--- config.mk ---
export PLATFORM = sky130hd
export DESIGN_NAME = pe_feeder
export DESIGN_NICKNAME = d
export VERILOG_FILES = /design/src/rtl/pe_feeder.sv
export SDC_FILE = /design/constraint.sdc
export NUM_CORES = 1
export LEC_CHECK = 0
export ABC_AREA = 1
export BUFFER_PORTS_ARGS = -buffer_cell sky130_fd_sc_hd__buf_4
export CAP_MARGIN = 20
export CORE_UTILIZATION = 45
export CTS_BUF_LIST = sky130_fd_sc_hd__clkbuf_2
export CTS_CLUSTER_SIZE = 14
export DETAILED_ROUTE_END_ITERATION = 8
export GPL_ROUTABILITY_DRIVEN = 1
export GPL_TIMING_DRIVEN = 0
export MAX_ROUTING_LAYER = met4
export PLACE_DENSITY = 0.68
export SYNTH_ARGS = -nofsm -noshare
export SYNTH_HDL_FRONTEND = slang
export SYNTH_SLANG_ARGS = --single-unit
--- constraint.sdc ---
create_clock -name i_clk -period 2 [get_ports i_clk]
set_clock_uncertainty 0.1 [all_clocks]
set_input_delay 0 -clock i_clk [delete_from_list [all_inputs] [get_ports i_clk]]
set_output_delay 0 -clock i_clk [all_outputs]
set_load 0.02 [all_outputs]
--- src/rtl/pe_feeder.sv ---
// pe_feeder: head-of-array feeder for the Smith-Waterman systolic PE chain.
// Buffers one target sequence (2-bit bases) from a valid/ready stream, then
// plays it into PE[0] one base per clock with no bubbles. The chain cannot
// stall, so playback only starts once the whole sequence is buffered.
// Optional feature: define GLOBAL_ALIGN_EN for a global-alignment row-0
// boundary (affine gap ramp on pe_v). Without it, the boundary is all zero
// (local alignment) and the accumulator logic is not built.
//
// state    | meaning
// ---------+---------------------------------------------------------------
// S_FILL   | accepting bases into the buffer, waiting for in_last
// S_DROP   | overflowed; discarding beats up to and including in_last
// S_STREAM | entry cycle, then one buffered base per cycle to PE[0]
// S_GAP    | one idle cycle between sequences, then back to S_FILL
module pe_feeder #(
  parameter int DATA_W = 16,
  parameter int DEPTH  = 32,
  parameter int CNT_W  = 6
) (
  input  logic              i_clk,
  input  logic              i_rst_n,
  input  logic              i_in_valid,
  output logic              o_in_ready,
  input  logic [1:0]        i_in_t,
  input  logic              i_in_last,
  input  logic [DATA_W-1:0] i_minus_alpha,
  input  logic [DATA_W-1:0] i_minus_beta,
  output logic              o_pe_newline,
  output logic [1:0]        o_pe_t,
  output logic [DATA_W-1:0] o_pe_v,
  output logic [DATA_W-1:0] o_pe_v_alpha,
  output logic [DATA_W-1:0] o_pe_f,
  output logic              o_pe_valid,
  output logic [CNT_W-1:0]  o_seq_len,
  output logic              o_err_overflow
);

  localparam int              ADDR_W  = $clog2(DEPTH);
  localparam logic [CNT_W-1:0] DEPTH_C = CNT_W'(DEPTH);

  typedef enum logic [1:0] {
    S_FILL   = 2'd0,
    S_DROP   = 2'd1,
    S_STREAM = 2'd2,
    S_GAP    = 2'd3
  } state_t;

  state_t            r_state;
  state_t            w_state_nxt;

  logic [1:0]        r_mem [DEPTH];
  logic [CNT_W-1:0]  r_count;
  logic [CNT_W-1:0]  r_rd_ptr;
  logic [CNT_W-1:0]  r_seq_len;
  logic              r_in_ready;
  logic              r_err_overflow;
  logic              r_pe_valid;
  logic              r_pe_newline;
  logic [1:0]        r_pe_t;

  logic              w_accept;
  logic              w_fill_accept;
  logic [CNT_W-1:0]  w_count_inc;
  logic              w_full;
  logic              w_load;
  logic              w_enter_stream;
  logic              w_overflow;

  assign w_accept      = r_in_ready & i_in_valid;
  assign w_fill_accept = w_accept && (r_state == S_FILL);
  assign w_count_inc   = r_count + CNT_W'(1);
  assign w_full        = (w_count_inc == DEPTH_C);
  // The STREAM entry cycle has rd_ptr==0 and nothing shown yet; the cycle in
  // which rd_ptr reaches seq_len is the one that shows the final base.
  assign w_load        = (r_state == S_STREAM) && (r_rd_ptr != r_seq_len);

  // Next-state decode and the one-cycle events that steer the datapath.
  always_comb begin
    w_state_nxt    = r_state;
    w_enter_stream = 1'b0;
    w_overflow     = 1'b0;
    case (r_state)
      S_FILL: begin
        if (w_accept) begin
          if (i_in_last) begin
            w_state_nxt    = S_STREAM;
            w_enter_stream = 1'b1;
          end else if (w_full) begin
            w_state_nxt = S_DROP;
            w_overflow  = 1'b1;
          end
        end
      end
      S_DROP: begin
        if (w_accept && i_in_last) begin
          w_state_nxt = S_FILL;
        end
      end
      S_STREAM: begin
        if (!w_load) begin
          w_state_nxt = S_GAP;
        end
      end
      S_GAP: begin
        w_state_nxt = S_FILL;
      end
      default: begin
        w_state_nxt = S_FILL;
      end
    endcase
  end

  // State register, fill counter, playback pointer and registered PE outputs.
  always_ff @(posedge i_clk) begin
    if (!i_rst_n) begin
      r_state        <= S_FILL;
      r_in_ready     <= 1'b0;
      r_count        <= '0;
      r_rd_ptr       <= '0;
      r_seq_len      <= '0;
      r_err_overflow <= 1'b0;
      r_pe_valid     <= 1'b0;
      r_pe_newline   <= 1'b0;
      r_pe_t         <= 2'd0;
    end else begin
      r_state    <= w_state_nxt;
      // Ready is registered from the next state so it drops in the very
      // cycle after the in_last handshake.
      r_in_ready <= (w_state_nxt == S_FILL) || (w_state_nxt == S_DROP);

      if (w_fill_accept) begin
        if (w_enter_stream || w_overflow) begin
          r_count <= '0;
        end else begin
          r_count <= w_count_inc;
        end
      end

      if (w_enter_stream) begin
        r_seq_len <= w_count_inc;
        r_rd_ptr  <= '0;
      end else if (w_load) begin
        r_rd_ptr <= r_rd_ptr + CNT_W'(1);
      end

      if (w_overflow) begin
        r_err_overflow <= 1'b1;
      end

      r_pe_valid   <= w_load;
      r_pe_newline <= w_load && (r_rd_ptr == '0);
      r_pe_t       <= w_load ? r_mem[r_rd_ptr[ADDR_W-1:0]] : 2'd0;
    end
  end

  // Base storage; contents need no reset because count/seq_len gate use.
  always_ff @(posedge i_clk) begin
    if (w_fill_accept) begin
      r_mem[r_count[ADDR_W-1:0]] <= i_in_t;
    end
  end

  assign o_in_ready     = r_in_ready;
  assign o_pe_valid     = r_pe_valid;
  assign o_pe_newline   = r_pe_newline;
  assign o_pe_t         = r_pe_t;
  assign o_seq_len      = r_seq_len;
  assign o_err_overflow = r_err_overflow;

`ifdef GLOBAL_ALIGN_EN
  localparam logic [DATA_W-1:0] SMIN = {1'b1, {(DATA_W-1){1'b0}}};
  localparam logic [DATA_W-1:0] SMAX = {1'b0, {(DATA_W-1){1'b1}}};

  // Two's complement add that clamps instead of wrapping.
  function automatic logic [DATA_W-1:0] f_sat_add(input logic [DATA_W-1:0] a,
                                                  input logic [DATA_W-1:0] b);
    logic [DATA_W:0] s;
    s = {a[DATA_W-1], a} + {b[DATA_W-1], b};
    if (s[DATA_W] != s[DATA_W-1]) begin
      return s[DATA_W] ? SMIN : SMAX;
    end
    return s[DATA_W-1:0];
  endfunction

  logic [DATA_W-1:0] r_alpha;
  logic [DATA_W-1:0] r_beta;
  logic [DATA_W-1:0] r_acc;
  logic [DATA_W-1:0] r_pe_v;
  logic [DATA_W-1:0] r_pe_v_alpha;
  logic [DATA_W-1:0] r_pe_f;

  // Row-0 gap ramp: acc starts at alpha and steps by beta per base, so base
  // j sees alpha + (j-1)*beta; penalties are frozen at STREAM entry.
  always_ff @(posedge i_clk) begin
    if (!i_rst_n) begin
      r_alpha      <= '0;
      r_beta       <= '0;
      r_acc        <= '0;
      r_pe_v       <= '0;
      r_pe_v_alpha <= '0;
      r_pe_f       <= '0;
    end else begin
      if (w_enter_stream) begin
        r_alpha <= i_minus_alpha;
        r_beta  <= i_minus_beta;
        r_acc   <= i_minus_alpha;
      end else if (w_load) begin
        r_acc <= f_sat_add(r_acc, r_beta);
      end
      if (w_load) begin
        r_pe_v       <= r_acc;
        r_pe_v_alpha <= f_sat_add(r_acc, r_alpha);
        r_pe_f       <= SMIN;
      end else begin
        r_pe_v       <= '0;
        r_pe_v_alpha <= '0;
        r_pe_f       <= '0;
      end
    end
  end

  assign o_pe_v       = r_pe_v;
  assign o_pe_v_alpha = r_pe_v_alpha;
  assign o_pe_f       = r_pe_f;
`else
  // Local alignment: zero floor on the row-0 boundary, penalties not needed.
  logic w_unused_penalties;
  assign w_unused_penalties = ^{i_minus_alpha, i_minus_beta};

  assign o_pe_v       = '0;
  assign o_pe_v_alpha = '0;
  assign o_pe_f       = '0;
`endif

endmodule
==> impl_metrics.yaml, run 1 <==
clock_tree:
  root_buffer: "clkbuf_2"
  path_clk_slew_ns: 0.22
  htree_levels: 3
  clk_latency_ns: 0.53
  cts.sinks: 90
  cts_made_buffers: 9
  cts_tree: "done"
  clk_path_buf_depth: 2
finish:
  fin_cells: 760
  area_growth_pct: 13.8
  num_antenna_cells: 0
  finalInstanceArea_sq_um: 5270
  fill_cells: 937
  drive_above_1_share_pct: 18.7
  utilization_pct: 53.4
  nNetsFinal: 666
flow_run:
  drv_cap: 0
drt:
  drc: 0
  met1Wirelength_microns: 4310
  drt_iter0_markers: 166
  maxUsedRoutingLayer: "met4"
  wl_met3_microns: 523
  ant_nets: 0
  route.met2.wl_microns: 4620
  drtPass1Iterations: 4
  wirelength_microns: 9540
  drt-vias-per-instance: 4.57
  vias: 3472
  avgRoutedWirePerCell_microns: 12.5
place:
  io_buffers: 17
  gp_congestion: 0.897
  dpl_cell_area_sq_um: 5100
  place_inst: 738
  place_hpwl_microns: 6580
worst_setup_path:
  rr_startpoint: "o_in_ready"
  critPathRequiredTime_ns: 2.17
  crit_path_max_fanout: 10
  path_class: "flop to flop"
  critPathCaptureType: "flop"
  reg2reg_to: "r_mem[18][0]"
  reg2reg_depth: 5
  worst_setup_path_start_kind: "flop"
  endpoint: "r_mem[18][0]"
  arrival_ns: 2.02
  setup.worst_path.start: "o_in_ready"
  regToRegSetupSlack_ns: 0.15
floorplanning:
  rows: 36
  core_area_sq_um: 9860
  io_pins: 98
  dieWidth_microns: 103
  die_area_sq_um: 10700
  initial_core_util_pct: 46.9
  fp.dieH_microns: 103
synthesis:
  synth_ff_type: "edfxtp_1"
  synth.avg_cell_area_sq_um: 8.55
  synth_seq_cells: 90
  ys_seq_area_share_pct: 52.8
  synth.most_common_cell: "nand2_1"
  yosys-top-cells-count: "nand2_1 (151), inv_1 (69), edfxtp_1 (64), buf_4 (51), nand3_1 (50)"
  synth_area_leaders: "edfxtp_1 (42%), nand2_1 (12%), dfxtp_1 (11%)"
  async_reset_ff_share_pct: 0
  yosysTopAreaCellShare_pct: 41.5
  synthCells: 541
  synth.distinct_cells: 28
  synth_top_cell_by_area: "edfxtp_1"
  ys_warn_count: 0
  syn_area_sq_um: 4630
  synth_edf_count: 64
status:
  status: "completed"
pwr:
  finalPower_mw: 3.32
  power_density_nw_per_um2: 631
  p_leak_nw: 2.47
  ir_drop_v: 0.000364
grt:
  grt_max_degree: 33
  grt_first_pass_wirelength_microns: 15000
  overflow: 0
  grt_pass1_vias: 3107
  grtUsageTotal_pct: 19.8
  antenna_found_initial: 0
sta:
  finalCritPeriodShare_pct: 92.5
  drv_slew: 0
  final-setup-viol-count: 0
  finalHoldViolations: 0
  rsz0062_at_grt: "false"
  clock.fmax_mhz: 541
  finalCriticalPeriod_ns: 1.85
  tns_ns: 0
min_path:
  hold_path.class: "input pin to flop"
flip-flops by register name (all words and copies together), names as in the netlist, named ones only:
register	cells
r_state	1
o_in_ready	1
o_pe_valid	1
o_pe_t	2
o_seq_len	6
r_mem	64
o_pe_newline	1
r_rd_ptr	6
r_count	6
o_err_overflow	1
routing by layer:
layer  vias to the layer above  GRT usage [%]
met5                         -              -
met4                         0           3.58
met2                       103           32.3
met1                      1585           25.3
li1                       1775              -
met3                         9           4.84
cells in the final DEF, fill, tap and decap left out, types with 2 or more instances in the layout:
cell type / count
o21ai_0: 8
nand3_2: 4
o21ai_1: 3
ha_1: 6
dfxtp_1: 26
conb_1: 48
nand2_1: 150
buf_2: 11
buf_4: 69
nand4_1: 2
dlygate4sd3_1: 5
edfxtp_1: 64
a21oi_1: 19
xor2_1: 9
nand3_1: 50
nor2_2: 2
inv_1: 69
nor2_1: 47
clkbuf_2: 13
nand2_2: 5
inv_2: 4
report_power, final:
group	switching, mW	internal (mW)	total, mW	leakage [nW]
clock	0.571	0.306	0.877	0.0698
sequential	0.0175	2.02	2.04	0.787
combinational	0.266	0.145	0.412	1.62
total	0.855	2.47	3.32	2.47
critical path: stages, from the launching register on:
cell and delay (ns):
dfxtp_1 0.38, nand2_1 0.11, nor3_4 0.30, clkbuf_4 0.26
nand2_2 0.19, nor2_1 0.24
what timing repair did:
item	CTS	global route
endpoints found under the setup margin	16	16
setup buffers	0	1
resized for setup	1	1
hold endpoints to repair	90	0
pin swaps	0	1
hold buffers	5	0
logic make-up (layout without fill, tap and decap cells):
group	Yosys count	after routing	share of synthesized area (%)
AND/OR/NAND/NOR	263	263	24.1
flip-flops	90	90	52.8
AO/OA/AOI/OAI	33	33	3.73
other	1	48	0.0810
adder cells (fa/ha/maj)	6	6	1.62
XOR/XNOR	9	9	1.70
buffers and inverters	139	178	16.0
area by class of cell:
type / count / area, sq um / share of cell area, %
Buffer: 64 / 457 / 8.67
Clock buffer: 13 / 65.1 / 1.24
Timing Repair Buffer: 23 / 185 / 3.52
Inverter: 75 / 285 / 5.42
Tap cell: 133 / 166 / 3.16
Sequential cell: 90 / 2440 / 46.4
Multi-Input combinational cell: 359 / 1630 / 30.9
Clock inverter: 3 / 41.3 / 0.784
worst min path at each step:
stage                   start     endpoint  slack [ns]  cells after the start
detailed placement    i_rst_n   r_state[1]        0.25                      3
CTS                 i_in_last   r_count[3]        0.20                      5
global placement      i_rst_n   r_state[1]        0.24                      3
finish                i_rst_n   r_state[1]        0.24                      4
floorplan           i_in_t[0]  r_mem[0][0]      -0.001                      0
global route        i_in_last   r_count[3]        0.21                      5
stage by stage:
step,hold slack [ns],worst slack (ns)
2_1_floorplan,-0.00113,0.264
3_3_place_gp,0.237,-0.00781
3_5_place_dp,0.250,-0.0423
4_1_cts,0.197,0.107
5_1_grt,0.210,0.0283
6_report,0.238,0.151
(Power assumes the default switching activity.)
==> inputs of run 2 (changes only) <==
- CORE_ASPECT_RATIO: default -> 1.2
==> run 2 against run 1 <==
Setup slack worse by 0.051 ns; sequential power about the same; total power shrank 0.28%; sequential cell count stayed put; final area up 0.26%; global-route usage is essentially flat; register-to-register slack worse by 0.05 ns; critical path type unchanged; largest cell class unchanged; highest routed layer unchanged.
==> impl_metrics.yaml, run 2 (same netlist as run 1, synthesis figures left out) <==
status:
  status: "completed"
pwr:
  p_clk_share_pct: 26.0
  p_sw_share_pct: 25.7
  p_leak_nw: 2.50
  power_density_nw_per_um2: 628
  ir_drop_v: 0.000375
  pwr-share-comb_pct: 12.5
  internal_power_mw: 2.46
  p_sw_mw: 0.851
  pwr-share-seq_pct: 61.4
sta:
  layout_setup_ws_ns: 0.100
  drv_slew: 0
  final-setup-viol-count: 0
  finalCriticalPeriod_ns: 1.90
  tns_ns: 0
  clock.fmax_mhz: 526
  finalCritPeriodShare_pct: 95.0
  finalHoldViolations: 0
drt:
  drc: 0
  drt-vias-per-instance: 4.63
  ant_nets: 0
  drtPass1Iterations: 5
  avgRoutedWirePerCell_microns: 12.7
  drt_iter0_markers: 236
  vias: 3499
  wirelength_microns: 9570
floorplanning:
  rows: 40
  io_pins: 98
  core_area_sq_um: 10000
  initial_core_util_pct: 46.2
  fp.dieH_microns: 113
  die_area_sq_um: 10700
  dieWidth_microns: 94.6
grt:
  grt_pass1_vias: 3235
  grt_max_degree: 33
  grt_first_pass_wirelength_microns: 15300
  grtUsageTotal_pct: 19.7
  antenna_found_initial: 0
  overflow: 0
worst_setup_path:
  arrival_ns: 2.31
  worst_setup_path_start_kind: "flop"
  cp_slowest_cell: "dlygate4sd3_1"
  worst-path-stages: 6
  rr_startpoint: "o_in_ready"
  reg2reg_depth: 6
  path_buf_inv: 2
  cp_top_family: "buffers and inverters"
  slowest_delay_ns: 0.58
  path_class: "flop to flop"
  crit_path_max_fanout: 10
  regToRegSetupSlack_ns: 0.1
  critPathCaptureType: "flop"
  critPathRequiredTime_ns: 2.41
  reg2reg_to: "r_count[3]"
  path_cells: "nand2_1, nor3_4, buf_4, nand3_1, a21oi_1, dlygate4sd3_1"
place:
  place_hpwl_microns: 6670
  io_buffers: 17
  pre_cts_ws_ns: -0.00441
  gp_congestion: 0.888
  dpl_cell_area_sq_um: 5090
finish:
  finalInstanceArea_sq_um: 5280
  final_common_cell: "nand2_1"
  drive_above_1_share_pct: 18.9
  largest_register_ffs: 64
  final_cell_mix: "nand2_1 (150), buf_4 (72), inv_1 (69)"
  num_antenna_cells: 0
  area_growth_pct: 14.1
  nNetsFinal: 669
clock_tree:
  clk_latency_ns: 0.54
  root_buffer: "clkbuf_2"
  cts.sinks: 90
  clk_path_buf_depth: 2
  cts_tree: "done"
  cts_made_buffers: 9
  htree_levels: 3
  path_clk_slew_ns: 0.22
min_path:
  hold_path.class: "input pin to flop"
  min_to: "r_state[1]"
  min_path_cells: 4
  hp-start: "i_rst_n"
flow_run:
  drv_cap: 0
-- run 2: changes by cell type in the layout (fill, tap and decap cells not counted) --
cell	change
clkinvlp_4	-1
clkbuf_4	-1
clkbuf_2	-1
dlygate4sd3_1	+1
buf_4	+3
clkinv_2	+2
-- run 2: cell type report --
type / count / area (sq um)
Tap cell: 126 / 158
Sequential cell: 90 / 2440
Clock buffer: 12 / 60.1
Clock inverter: 4 / 43.8
Inverter: 75 / 285
Buffer: 64 / 457
Fill cell: 934 / 4730
Multi-Input combinational cell: 359 / 1630
Timing Repair Buffer: 26 / 210
-- run 2: worst max-delay path by stage --
stage               startpoint            to  slack [ns]
floorplan           o_in_ready  r_mem[10][0]        0.26
global placement    o_in_ready  r_mem[22][0]        0.03
detailed placement  o_in_ready  r_mem[30][1]      -0.004
CTS                 o_in_ready    r_count[3]        0.02
global route        o_in_ready    r_count[3]      -0.002
finish              o_in_ready    r_count[3]         0.1
-- run 2: worst register-to-register path, cell delays in order (launching register included) --
cell,delay [ns]
dfxtp_1,0.38
nand2_1,0.13
nor3_4,0.25
buf_4,0.20
nand3_1,0.08
a21oi_1,0.15
dlygate4sd3_1,0.58
-- run 2: power by group through the flow --
stage	Combinational, mW	Sequential (mW)	Clock, mW
6_report	0.415	2.04	0.863
5_1_grt	0.458	2.04	0.950
4_1_cts	0.403	2.04	0.876
3_5_place_dp	0.393	2.08	0
3_3_place_gp	0.389	2.08	0
2_1_floorplan	0.299	2.08	0
-- run 2: routing by layer --
metal | part of all wire (%) | vias up | track usage, %
met5 | 0 | - | -
met4 | 1.7 | 0 | 8.08
met3 | 5.6 | 17 | 4.17
met2 | 52 | 109 | 33.6
met1 | 41 | 1594 | 22.4
li1 | - | 1779 | -
-- run 2: timing repair --
| item | in CTS | in global routing |
|---|---|---|
| hold endpoints to repair | 90 | 0 |
| resized for setup | 1 | 2 |
| hold buffers | 6 | 0 |
| pin swaps | 0 | 1 |
| endpoints found under the setup margin | 16 | 14 |
| buffers inserted | 0 | 3 |
-- run 2: metrics by stage --
stage / utilization [%] / std cells / hold WS (ns) / total power [mW]
floorplan: - / 588 / -0.00113 / 2.38
global placement: 50.8 / 731 / 0.237 / 2.46
detailed placement: 50.8 / 731 / 0.250 / 2.47
CTS: 52.5 / 753 / 0.198 / 3.32
global route: 52.8 / 756 / 0.235 / 3.45
finish: 52.8 / 756 / 0.242 / 3.32
